File: config.mk
export PLATFORM = sky130hd
export DESIGN_NAME = maxbw_ddr_tx
export DESIGN_NICKNAME = d
export VERILOG_FILES = /design/src/rtl/maxbw_pkg.sv /design/src/rtl/maxbw_sync_fifo.sv /design/src/rtl/maxbw_ddr_tx.sv
export SDC_FILE = /design/constraint.sdc
export NUM_CORES = 1
export LEC_CHECK = 0
export ABC_CLOCK_PERIOD_IN_PS = 2100
export CORE_AREA = 2 2 90 92
export DETAILED_ROUTE_END_ITERATION = 10
export DIE_AREA = 0 0 92 94
export PLACE_DENSITY = 0.72
export SETUP_SLACK_MARGIN = 0.5
export SKIP_CTS_REPAIR_TIMING = 1
export SLEW_MARGIN = 10
export SYNTH_ARGS = -nofsm -noshare
export SYNTH_HDL_FRONTEND = slang
export SYNTH_SLANG_ARGS = --single-unit
File: constraint.sdc
create_clock -name clk -period 2.1 [get_ports clk]
set_input_delay 0.525 -clock clk [delete_from_list [all_inputs] [get_ports clk]]
set_output_delay 0.525 -clock clk [all_outputs]
set_load 0.02 [all_outputs]
File: src/rtl/maxbw_pkg.sv
// Shared definitions for the maxbw DDR pin link, used by both the transmit and capture sides.
package maxbw_pkg;

  localparam int DEFAULT_PIN_W = 8;
  localparam int DEFAULT_WORD_W = 2 * DEFAULT_PIN_W;
  localparam logic [DEFAULT_PIN_W-1:0] IDLE_BYTE = 8'h00;

  // A word as it crosses the pins: lo goes out in the clk-high phase, hi in the clk-low phase.
  typedef struct packed {
    logic [DEFAULT_PIN_W-1:0] hi;
    logic [DEFAULT_PIN_W-1:0] lo;
  } ddr_word_t;

endpackage

File: src/rtl/maxbw_sync_fifo.sv
// Small synchronous FIFO with registered storage and an occupancy counter one bit wider than the pointers.
module maxbw_sync_fifo
  import maxbw_pkg::*;
#(
  parameter int DEPTH = 4,
  parameter int WORD_W = DEFAULT_WORD_W
) (
  input  logic                     clk,
  input  logic                     rst,
  input  logic                     wr_en,
  input  logic [WORD_W-1:0]        wr_data,
  input  logic                     rd_en,
  output logic [WORD_W-1:0]        rd_data,
  output logic [$clog2(DEPTH):0]   level,
  output logic                     full,
  output logic                     empty
);

  localparam int PTR_W = $clog2(DEPTH);
  localparam int LVL_W = PTR_W + 1;

  logic [WORD_W-1:0] mem [DEPTH];
  logic [PTR_W-1:0]  wr_ptr;
  logic [PTR_W-1:0]  rd_ptr;
  logic              do_push;
  logic              do_pop;

  assign full    = (level == LVL_W'(DEPTH));
  assign empty   = (level == '0);
  assign do_push = wr_en && !full;
  assign do_pop  = rd_en && !empty;
  assign rd_data = mem[rd_ptr];

  always_ff @(posedge clk) begin
    if (do_push) begin
      mem[wr_ptr] <= wr_data;
    end
  end

  // DEPTH is a power of two, so pointer wrap is just natural overflow.
  always_ff @(posedge clk) begin
    if (rst) begin
      wr_ptr <= '0;
      rd_ptr <= '0;
      level  <= '0;
    end else begin
      if (do_push) wr_ptr <= wr_ptr + PTR_W'(1);
      if (do_pop)  rd_ptr <= rd_ptr + PTR_W'(1);
      case ({do_push, do_pop})
        2'b10:   level <= level + LVL_W'(1);
        2'b01:   level <= level - LVL_W'(1);
        default: level <= level;
      endcase
    end
  end

endmodule

File: src/rtl/maxbw_ddr_tx.sv
// Transmit side of the maxbw DDR pin link: FIFO-buffered 16-bit words driven out as two bytes per clk.
module maxbw_ddr_tx
  import maxbw_pkg::*;
#(
  parameter int PIN_W = DEFAULT_PIN_W,
  parameter int DEPTH = 4,
  parameter logic [PIN_W-1:0] IDLE = IDLE_BYTE
) (
  input  logic                     clk,
  input  logic                     rst,
  input  logic [2*PIN_W-1:0]       in_data,
  input  logic                     in_valid,
  output logic                     in_ready,
  input  logic                     enable,
  output logic [PIN_W-1:0]         ddr_out,
  output logic                     ddr_valid,
  output logic [$clog2(DEPTH):0]   level,
  output logic [7:0]               underrun_cnt
);

  logic [2*PIN_W-1:0] head;
  logic [PIN_W-1:0]   out_lo;
  logic [PIN_W-1:0]   out_hi;
  logic               full;
  logic               empty;
  logic               push;
  logic               pop;
  logic               armed;

  assign in_ready = !full && !rst;
  assign push     = in_valid && in_ready;
  // Pop decision uses the registered level only: a word always spends one cycle in the FIFO.
  assign pop      = enable && !empty;

  maxbw_sync_fifo #(
    .DEPTH  (DEPTH),
    .WORD_W (2 * PIN_W)
  ) u_fifo (
    .clk     (clk),
    .rst     (rst),
    .wr_en   (push),
    .wr_data (in_data),
    .rd_en   (pop),
    .rd_data (head),
    .level   (level),
    .full    (full),
    .empty   (empty)
  );

  always_ff @(posedge clk) begin
    if (rst) begin
      out_lo       <= IDLE;
      out_hi       <= IDLE;
      ddr_valid    <= 1'b0;
      armed        <= 1'b0;
      underrun_cnt <= 8'h00;
    end else begin
      if (pop) begin
        out_lo    <= head[PIN_W-1:0];
        out_hi    <= head[2*PIN_W-1:PIN_W];
        ddr_valid <= 1'b1;
        armed     <= 1'b1;
      end else begin
        out_lo    <= IDLE;
        out_hi    <= IDLE;
        ddr_valid <= 1'b0;
      end
      if (armed && enable && empty && (underrun_cnt != 8'hFF)) begin
        underrun_cnt <= underrun_cnt + 8'h01;
      end
    end
  end

  // The only place clk is used as data; keep out_lo/out_hi placed next to this mux.
  assign ddr_out = clk ? out_lo : out_hi;

endmodule

## Word-level counts from Yosys, hierarchy flattened

Memories as Yosys holds them, arrays and structs flattened. A register that Yosys moved wholly into a read port is not among the register bits.
Cells that the tools add are included.
Widths: inputs -> output; s select.

- Flip-flop bits (word level): 17
- Bits in writable memories: 64
- Output and inout bits: 21
- Word-level logic and storage cells: 36
- Memories: 1

- Add/subtract/negate cells: 5
- Equality and inequality tests: 4
- Multiplexer cells: 5
- Bitwise logic cells: 1
- Reduce and logical (&&, ||, !) cells: 14

Memories:

| name | words | width | read ports | clocked after memory_dff | wr ports | line | text |
|---|---|---|---|---|---|---|---|
| u_fifo.mem | 4 | 16 | 1 | 1 | 1 | maxbw_sync_fifo.sv:22 | `logic [WORD_W-1:0] mem [DEPTH];` |

Operators with widths:

| cell | number |
|---|---|
| $add 8x1->8 const B | 1 |
| $logic_and 1x1->1 | 8 |
| $mux 8 | 1 |
| $ne 8x8->1 const B | 1 |
| $pmux 3 s2 | 1 |
| $add 2x1->2 const B | 2 |
| $add 3x1->3 const B | 1 |
| $eq 3x3->1 const B | 1 |
| $logic_not 1->1 | 3 |
| $logic_not 3->1 | 1 |
| $mux 1 | 3 |
| $sub 3x1->3 const B | 1 |
| $eq 2x1->1 const B | 1 |
| $eq 2x2->1 const B | 1 |
| $reduce_bool 2->1 | 1 |
| $reduce_or 2->1 | 1 |
| $not 1->1 | 1 |

## Logic depth before layout (Yosys ltp)

Gate-level depths: netlist (run 1).

- Word-level depth: 7
- Gate-level depth with buffers: 9
- Mapped depth without buffers: 9

## By module

A second synthesis (run 1) with hierarchy kept.

- Cells, all modules: 239
- Area, all modules: 3860.0 µm²

By module, submodules not included:

| module | instances | cells an instance | area each (µm²) | sequential area each (µm²) |
|---|---|---|---|---|
| maxbw_sync_fifo | 1 | 138 | 2821.5 | 2102.0 |
| maxbw_ddr_tx | 1 | 101 | 1038.5 | 520.5 |

==> parameters.txt, run 1 <==
Parameter                              Value

Route
  Routed Wire Length    between 6000 and 7000 um
  Initial DRC count    between 90 and 100
  Post-route DRC    0
  Count of vias placed by the detailed router    about 2100
  Remaining antenna violation count    0
  Mean number of vias per cell    roughly 5.2
  WL/cell    around 16 um
  First drt pass iteration count    4

Synth
  Average cell area after synthesis    approximately 16 um^2
  Area fraction of the dominant cell type after synthesis    0.5186
  Synthesis Warnings    0
  Synth area leaders    sky130_fd_sc_hd__edfxtp_1 52%, sky130_fd_sc_hd__dfxtp_1 18%, sky130_fd_sc_hd__mux4_2 9.7%
  Netlist Area Pre-Place    between 3000 and 4000 um^2
  Post-synthesis register bit count    97
  Area leader, netlist    sky130_fd_sc_hd__edfxtp_1
  Sequential cell area fraction in the yosys report    0.6968
  Cell variety after synth    34
  Count of mapped cells out of synthesis    230
  Total nets after synthesis    about 260

Floorplanning
  Number of core rows    32
  Full die area    between 8000 and 9000 um^2
  IO Pins    41
  Height of the die    94 um
  Standard cell core area    roughly 7600 um^2
  Floorplan die width    92 um
  Starting density of the core    0.4872

Place
  Routability-driven placement congestion ratio    a little under 0.8
  Count of input and output buffers    40
  Detail Placement HPWL    roughly 4000 um

STA
  Post-Route Setup TNS    -976.8 ps
  PnR worst setup slack    -144.1 ps
  Hold violation count in the final report    0
  Fin. max-slew vios    0
  Setup-violating endpoint count in the final report    8
  Worst Hold Slack    486.1 ps
  Worst-margin pin slew    390.9 ps
  Worst Skew    roughly 13 ps
  Setup repair after global routing missed its margin    yes
  Tightest slew margin relative to the limit    0.7391

Global route
  GR Util met2    0.2641
  Vias in the first global route    2213
  Global-route met3 utilization    0.07945
  Global routing's busiest layer    met2
  Number of antenna violations at the first check in global routing    0
  Met1 Resource Use GR    0.1672
  Total global-route track usage    0.1618
  Pin count of the biggest net entering global routing    19
  Global-route wire length before repair    between 10000 and 15000 um
  Aggregate global routing overflow    0

Critical path
  Required time of the worst setup path    approximately 1600 ps
  Data arrival time of the critical path    roughly 1700 ps
  Critical path class    clk2out
  Sort of element at the start of the critical path    clock port
  Critical Path Fanout Max    4
  Reg-to-Reg Start    u_fifo.level[1]
  Type of destination of the critical path    output port
  Sequence of cells on the critical path    buf_8, clkbuf_8, mux2_4, buf_6
  Cell with the largest stage delay on the worst path    sky130_fd_sc_hd__mux2_4
  Critical path origin    clk
  Largest stage delay on the critical path    300 ps

Layout
  Layout cells sized above 1    0.3816
  Layout net count    roughly 330
  Area Growth Syn to Fin    29.20%
  Number of antenna cells inserted    0

Min path
  Hold_sp    underrun_cnt[4]
  Hold crit path type    reg2reg

Clock network
  Clock tree from TritonCTS    done
  Worst skew pair latency    approximately 460 ps
  Clock slew at reported path FFs    roughly 100 ps

Run status
  Failing checks    negative setup slack
  Outcome    complete, but fails checks

Pwr
  Ratio of total power to cell area    between 1000 and 1500 nW/um^2
  Post-layout total power    5.031 mW
  Max rail drop VDD    around 600 uV
  Static leakage power    ~1.7 nW

Job
  Number of max-cap violations    0
[layout make-up]
| cell class | instances | area, um^2 |
|---|---|---|
| Clock inverter | 6 | 61.31 |
| Inverter | 11 | 48.80 |
| Timing Repair Buffer | 54 | 515.5 |
| Tap cell | 102 | 127.6 |
| Sequential cell | 97 | 2611 |
| Multi-Input combinational cell | 113 | 1135 |
| Fill cell | 544 | 2819 |
| Clock buffer | 23 | 289.0 |
[layout by cell type (no fill, tap or decap), types with 3 or more instances in the layout]
cell | netlist | layout
sky130_fd_sc_hd__clkbuf_8 | 0 | 12
sky130_fd_sc_hd__xor2_1 | 3 | 3
sky130_fd_sc_hd__nor3_4 | 0 | 4
sky130_fd_sc_hd__buf_12 | 0 | 5
sky130_fd_sc_hd__nand3_1 | 4 | 3
sky130_fd_sc_hd__mux2_2 | 9 | 7
sky130_fd_sc_hd__dfxtp_1 | 33 | 22
sky130_fd_sc_hd__nand2b_1 | 3 | 3
sky130_fd_sc_hd__buf_4 | 1 | 19
sky130_fd_sc_hd__clkbuf_2 | 0 | 6
sky130_fd_sc_hd__and2_2 | 0 | 4
sky130_fd_sc_hd__ha_1 | 6 | 5
sky130_fd_sc_hd__dfxtp_4 | 0 | 6
sky130_fd_sc_hd__dlymetal6s2s_1 | 0 | 4
sky130_fd_sc_hd__nor2_1 | 12 | 10
sky130_fd_sc_hd__clkdlybuf4s50_1 | 0 | 16
sky130_fd_sc_hd__buf_6 | 0 | 10
sky130_fd_sc_hd__nor2b_1 | 17 | 17
sky130_fd_sc_hd__mux4_2 | 16 | 16
sky130_fd_sc_hd__edfxtp_1 | 64 | 64
sky130_fd_sc_hd__nand2_1 | 5 | 5
sky130_fd_sc_hd__dfxtp_2 | 0 | 5
sky130_fd_sc_hd__inv_1 | 11 | 9
sky130_fd_sc_hd__a21oi_1 | 6 | 5
[sequential cells by signal, indices dropped and copies added, names as in the netlist]
signal         flops
armed              1
ddr_valid          1
out_hi             8
out_lo             8
u_fifo.level       3
u_fifo.mem        64
u_fifo.rd_ptr      2
u_fifo.wr_ptr      2
underrun_cnt       8
[synth_stat cells]
master,n
sky130_fd_sc_hd__a211oi_1,2
sky130_fd_sc_hd__a21oi_1,6
sky130_fd_sc_hd__a311o_1,1
sky130_fd_sc_hd__a31oi_1,2
sky130_fd_sc_hd__and2_1,4
sky130_fd_sc_hd__and4b_1,1
sky130_fd_sc_hd__buf_1,1
sky130_fd_sc_hd__buf_2,3
sky130_fd_sc_hd__buf_4,1
sky130_fd_sc_hd__clkbuf_1,4
sky130_fd_sc_hd__dfxtp_1,33
sky130_fd_sc_hd__edfxtp_1,64
sky130_fd_sc_hd__fa_1,1
sky130_fd_sc_hd__ha_1,6
sky130_fd_sc_hd__inv_1,11
sky130_fd_sc_hd__mux2_2,9
sky130_fd_sc_hd__mux2i_1,2
sky130_fd_sc_hd__mux4_2,16
sky130_fd_sc_hd__nand2_1,5
sky130_fd_sc_hd__nand2b_1,3
sky130_fd_sc_hd__nand3_1,4
sky130_fd_sc_hd__nand4_1,2
sky130_fd_sc_hd__nor2_1,12
sky130_fd_sc_hd__nor2b_1,17
sky130_fd_sc_hd__nor3_1,5
sky130_fd_sc_hd__nor3_2,1
sky130_fd_sc_hd__o21ai_0,2
sky130_fd_sc_hd__o21bai_1,1
sky130_fd_sc_hd__o31a_1,1
sky130_fd_sc_hd__o31ai_1,2
sky130_fd_sc_hd__or3_1,2
sky130_fd_sc_hd__or4_1,1
sky130_fd_sc_hd__xnor2_1,2
sky130_fd_sc_hd__xor2_1,3
[kinds of logic (layout without fill, tap and decap cells)]
| family | Yosys count | count (layout) | synth area share |
|---|---|---|---|
| and+or+nand+nor | 57 | 57 | 0.08406 |
| buffers and inverters | 20 | 94 | 0.02228 |
| DFF | 97 | 97 | 0.6968 |
| adders and majority gates | 7 | 7 | 0.02566 |
| AOI/OAI and AO/OA | 17 | 17 | 0.02937 |
| xor gates and xnor gates | 5 | 5 | 0.01182 |
| muxes | 27 | 27 | 0.1300 |
[through the flow]
step | utilization | setup slack, ps | std cells | area, um^2
floorplan | - | 61.60 | 230 | 3772
global route | 0.6294 | -160.0 | 406 | 4788
global placement | 0.5821 | -346.1 | 380 | 4428
CTS | 0.6160 | -604.7 | 401 | 4686
finish | 0.6294 | -144.1 | 406 | 4788
detailed placement | 0.5821 | -410.9 | 380 | 4428
[critical path: cells and delay by family]
family	cells	cell delay [ps]
mux	1	300
buf+inv	3	370
[worst paths after layout]
check	endpoint	slack [ps]	cells after the start
hold reg to reg	underrun_cnt[4]	490	1
hold / removal	underrun_cnt[4]	490	1
setup reg to reg	u_fifo.level[2]	220	9
setup / recovery	ddr_out[0]	-140	4
[per-layer routing]
metal,part of all wire,vias up
met1,0.39,1021
met4,0.026,0
met3,0.073,17
li1,-,988
met5,0,-
met2,0.51,66
[report_power, final]
group          internal (mW)  switching (mW)  total, mW  leakage, nW
clock network          0.814           0.852       1.67        0.226
logic                  0.592           0.468       1.06        0.651
registers               2.19           0.112       2.30        0.856
total                   3.60            1.43       5.03         1.73
Note: power is estimated with default switching activity, not from simulation.
==> run 2, diff against run 1 <==
- CORE_AREA: 2 2 90 92 -> 3 3 91 93
- DIE_AREA: 0 0 92 94 -> 0 0 94 96
==> parameters.txt, run 2 (synthesized netlist as in run 1, its figures left out) <==
Parameter                              Value

Run status
  Outcome    complete, but fails checks
  Failing checks    negative setup slack

Layout
  Area Growth Syn to Fin    28.93%
  Flip-flop count of the largest register after layout    64 (unchanged)
  Post-route cell area    4778 um^2 (-0.21%)
  Register ranked first by flip-flop count    u_fifo.mem
  Layout net count    321 (-1.2%)
  Final core utilization    0.6281 (-0.001316)
  Leading cell types in the layout, fill and taps excluded    64 x sky130_fd_sc_hd__edfxtp_1, 22 x sky130_fd_sc_hd__dfxtp_1, 17 x sky130_fd_sc_hd__nor2b_1
  Number of antenna cells inserted    0 (unchanged)
  Layout cells sized above 1    0.3667 (-0.01491)
  Most common cell after layout, fill and taps aside    sky130_fd_sc_hd__edfxtp_1

Floorplanning
  Number of core rows    32 (unchanged)
  Height of the die    96 um (+2.1%)
  Floorplan die width    94 um (+2.2%)
  Standard cell core area    7607 um^2 (unchanged)
  Starting density of the core    0.4872 (unchanged)
  Full die area    9024 um^2 (+4.3%)
  IO Pins    41 (unchanged)

Critical path
  Type of destination of the critical path    output port
  CP most frequent cell    sky130_fd_sc_hd__buf_8
  Data arrival time of the critical path    1720 ps (about the same)
  Required time of the worst setup path    1570 ps (about the same)
  Critical Path Fanout Max    5 (+1)
  Sequence of cells on the critical path    buf_8, buf_8, mux2_4, buf_6
  Largest stage delay on the critical path    300 ps (about the same)
  Cell with the largest stage delay on the worst path    sky130_fd_sc_hd__mux2_4
  Critical path class    clk2out
  Sort of element at the start of the critical path    clock port

Place
  Routability-driven placement congestion ratio    0.7484 (-4.7%)
  Placement-stage cell area    4418 um^2 (-0.23%)
  Count of input and output buffers    40 (unchanged)
  Detail Placement HPWL    3800 um (-4.7%)

Min path
  Hold crit path type    reg2reg

Global route
  Aggregate global routing overflow    0 (unchanged)
  Number of antenna violations at the first check in global routing    0 (unchanged)
  Global-route wire length before repair    10010 um (-1.5%)
  Total global-route track usage    0.1558 (-0.005967)
  Vias in the first global route    2088 (-5.6%)
  Pin count of the biggest net entering global routing    19 (unchanged)

Route
  Remaining antenna violation count    0 (unchanged)
  WL/cell    15.94 um (+1.2%)
  Routed Wire Length    6407 um (+0.23%)
  Count of vias placed by the detailed router    2086 (-0.29%)
  Initial DRC count    84 (-13%)
  Post-route DRC    0 (unchanged)
  First drt pass iteration count    4 (unchanged)
  Mean number of vias per cell    5.189 (+0.71%)

STA
  Setup repair after global routing missed its margin    yes
  Setup-violating endpoint count in the final report    8 (unchanged)
  Hold violation count in the final report    0 (unchanged)
  Post-Route Setup TNS    -929.5 ps (+47.29 ps)
  PnR worst setup slack    -141.1 ps (+2.948 ps)
  Tightest slew margin relative to the limit    0.7404 (+0.001294)
  Worst-margin pin slew    388.9 ps (-1.938 ps)
  Worst Skew    6.986 ps (-6.212 ps)
  Fin. max-slew vios    0 (unchanged)

Clock network
  Clock tree from TritonCTS    done
  Clock slew at reported path FFs    90 ps (about the same)
  Worst skew pair latency    460 ps (about the same)

Pwr
  Max rail drop VDD    559.3 uV (-4.2%)
  Static leakage power    1.717 nW (-0.94%)
  Ratio of total power to cell area    1074 nW/um^2 (+2.3%)
  Post-layout total power    5.134 mW (+2.0%)

Job
  Number of max-cap violations    0 (unchanged)
run 2: cell types whose count changed in the layout (fill, tap and decap cells not counted), sizes merged:
| cell | change |
|---|---|
| clkinvlp | +1 |
| clkbuf | -2 |
| clkinv | -2 |
| buf | -3 |
| bufinv | +2 |
run 2: worst paths after layout:
| check | start | to | slack (ps) | cells after the start |
|---|---|---|---|---|
| worst min register to register | underrun_cnt[4] | underrun_cnt[4] | 490 | 1 |
| worst max register to register | u_fifo.level[1] | u_fifo.level[2] | 170 | 9 |
| worst min-delay path | underrun_cnt[4] | underrun_cnt[4] | 490 | 1 |
| worst max-delay path | clk | ddr_out[6] | -140 | 4 |
run 2: report_power, final:
group / internal, mW / switching [mW] / leakage [nW]
combinational: 0.547 / 0.439 / 0.626
clock: 1.02 / 0.837 / 0.235
sequential: 2.19 / 0.104 / 0.856
run 2: worst max-delay path: cells and delay by family:
kind	cells	cell delay, ps
muxes	1	300
buffers and inverters	3	350
run 2: cell type report:
type / instances / area, um^2
Clock buffer: 22 / 276.5
Clock inverter: 7 / 101.3
Fill cell: 565 / 2829
Inverter: 11 / 48.80
Multi-Input combinational cell: 113 / 1114
Sequential cell: 97 / 2614
Tap cell: 102 / 127.6
Timing Repair Buffer: 50 / 496.7
run 2: metal layers:
layer / share of wire / vias to the layer above / GRT usage
met5: 0 / - / 0
met2: 0.48 / 66 / 0.2289
met3: 0.065 / 25 / 0.07506
met1: 0.42 / 1018 / 0.1755
li1: - / 977 / -
met4: 0.034 / 0 / 0.1179
run 2: through the flow:
step           std cells  hold slack (ps)  setup WS (ps)
4_1_cts              398            521.7         -621.8
3_3_place_gp         377            497.4         -363.1
6_report             402            494.4         -141.1
5_1_grt              402            508.0         -155.5
3_5_place_dp         377            507.4         -426.5
2_1_floorplan        230            485.4          61.60
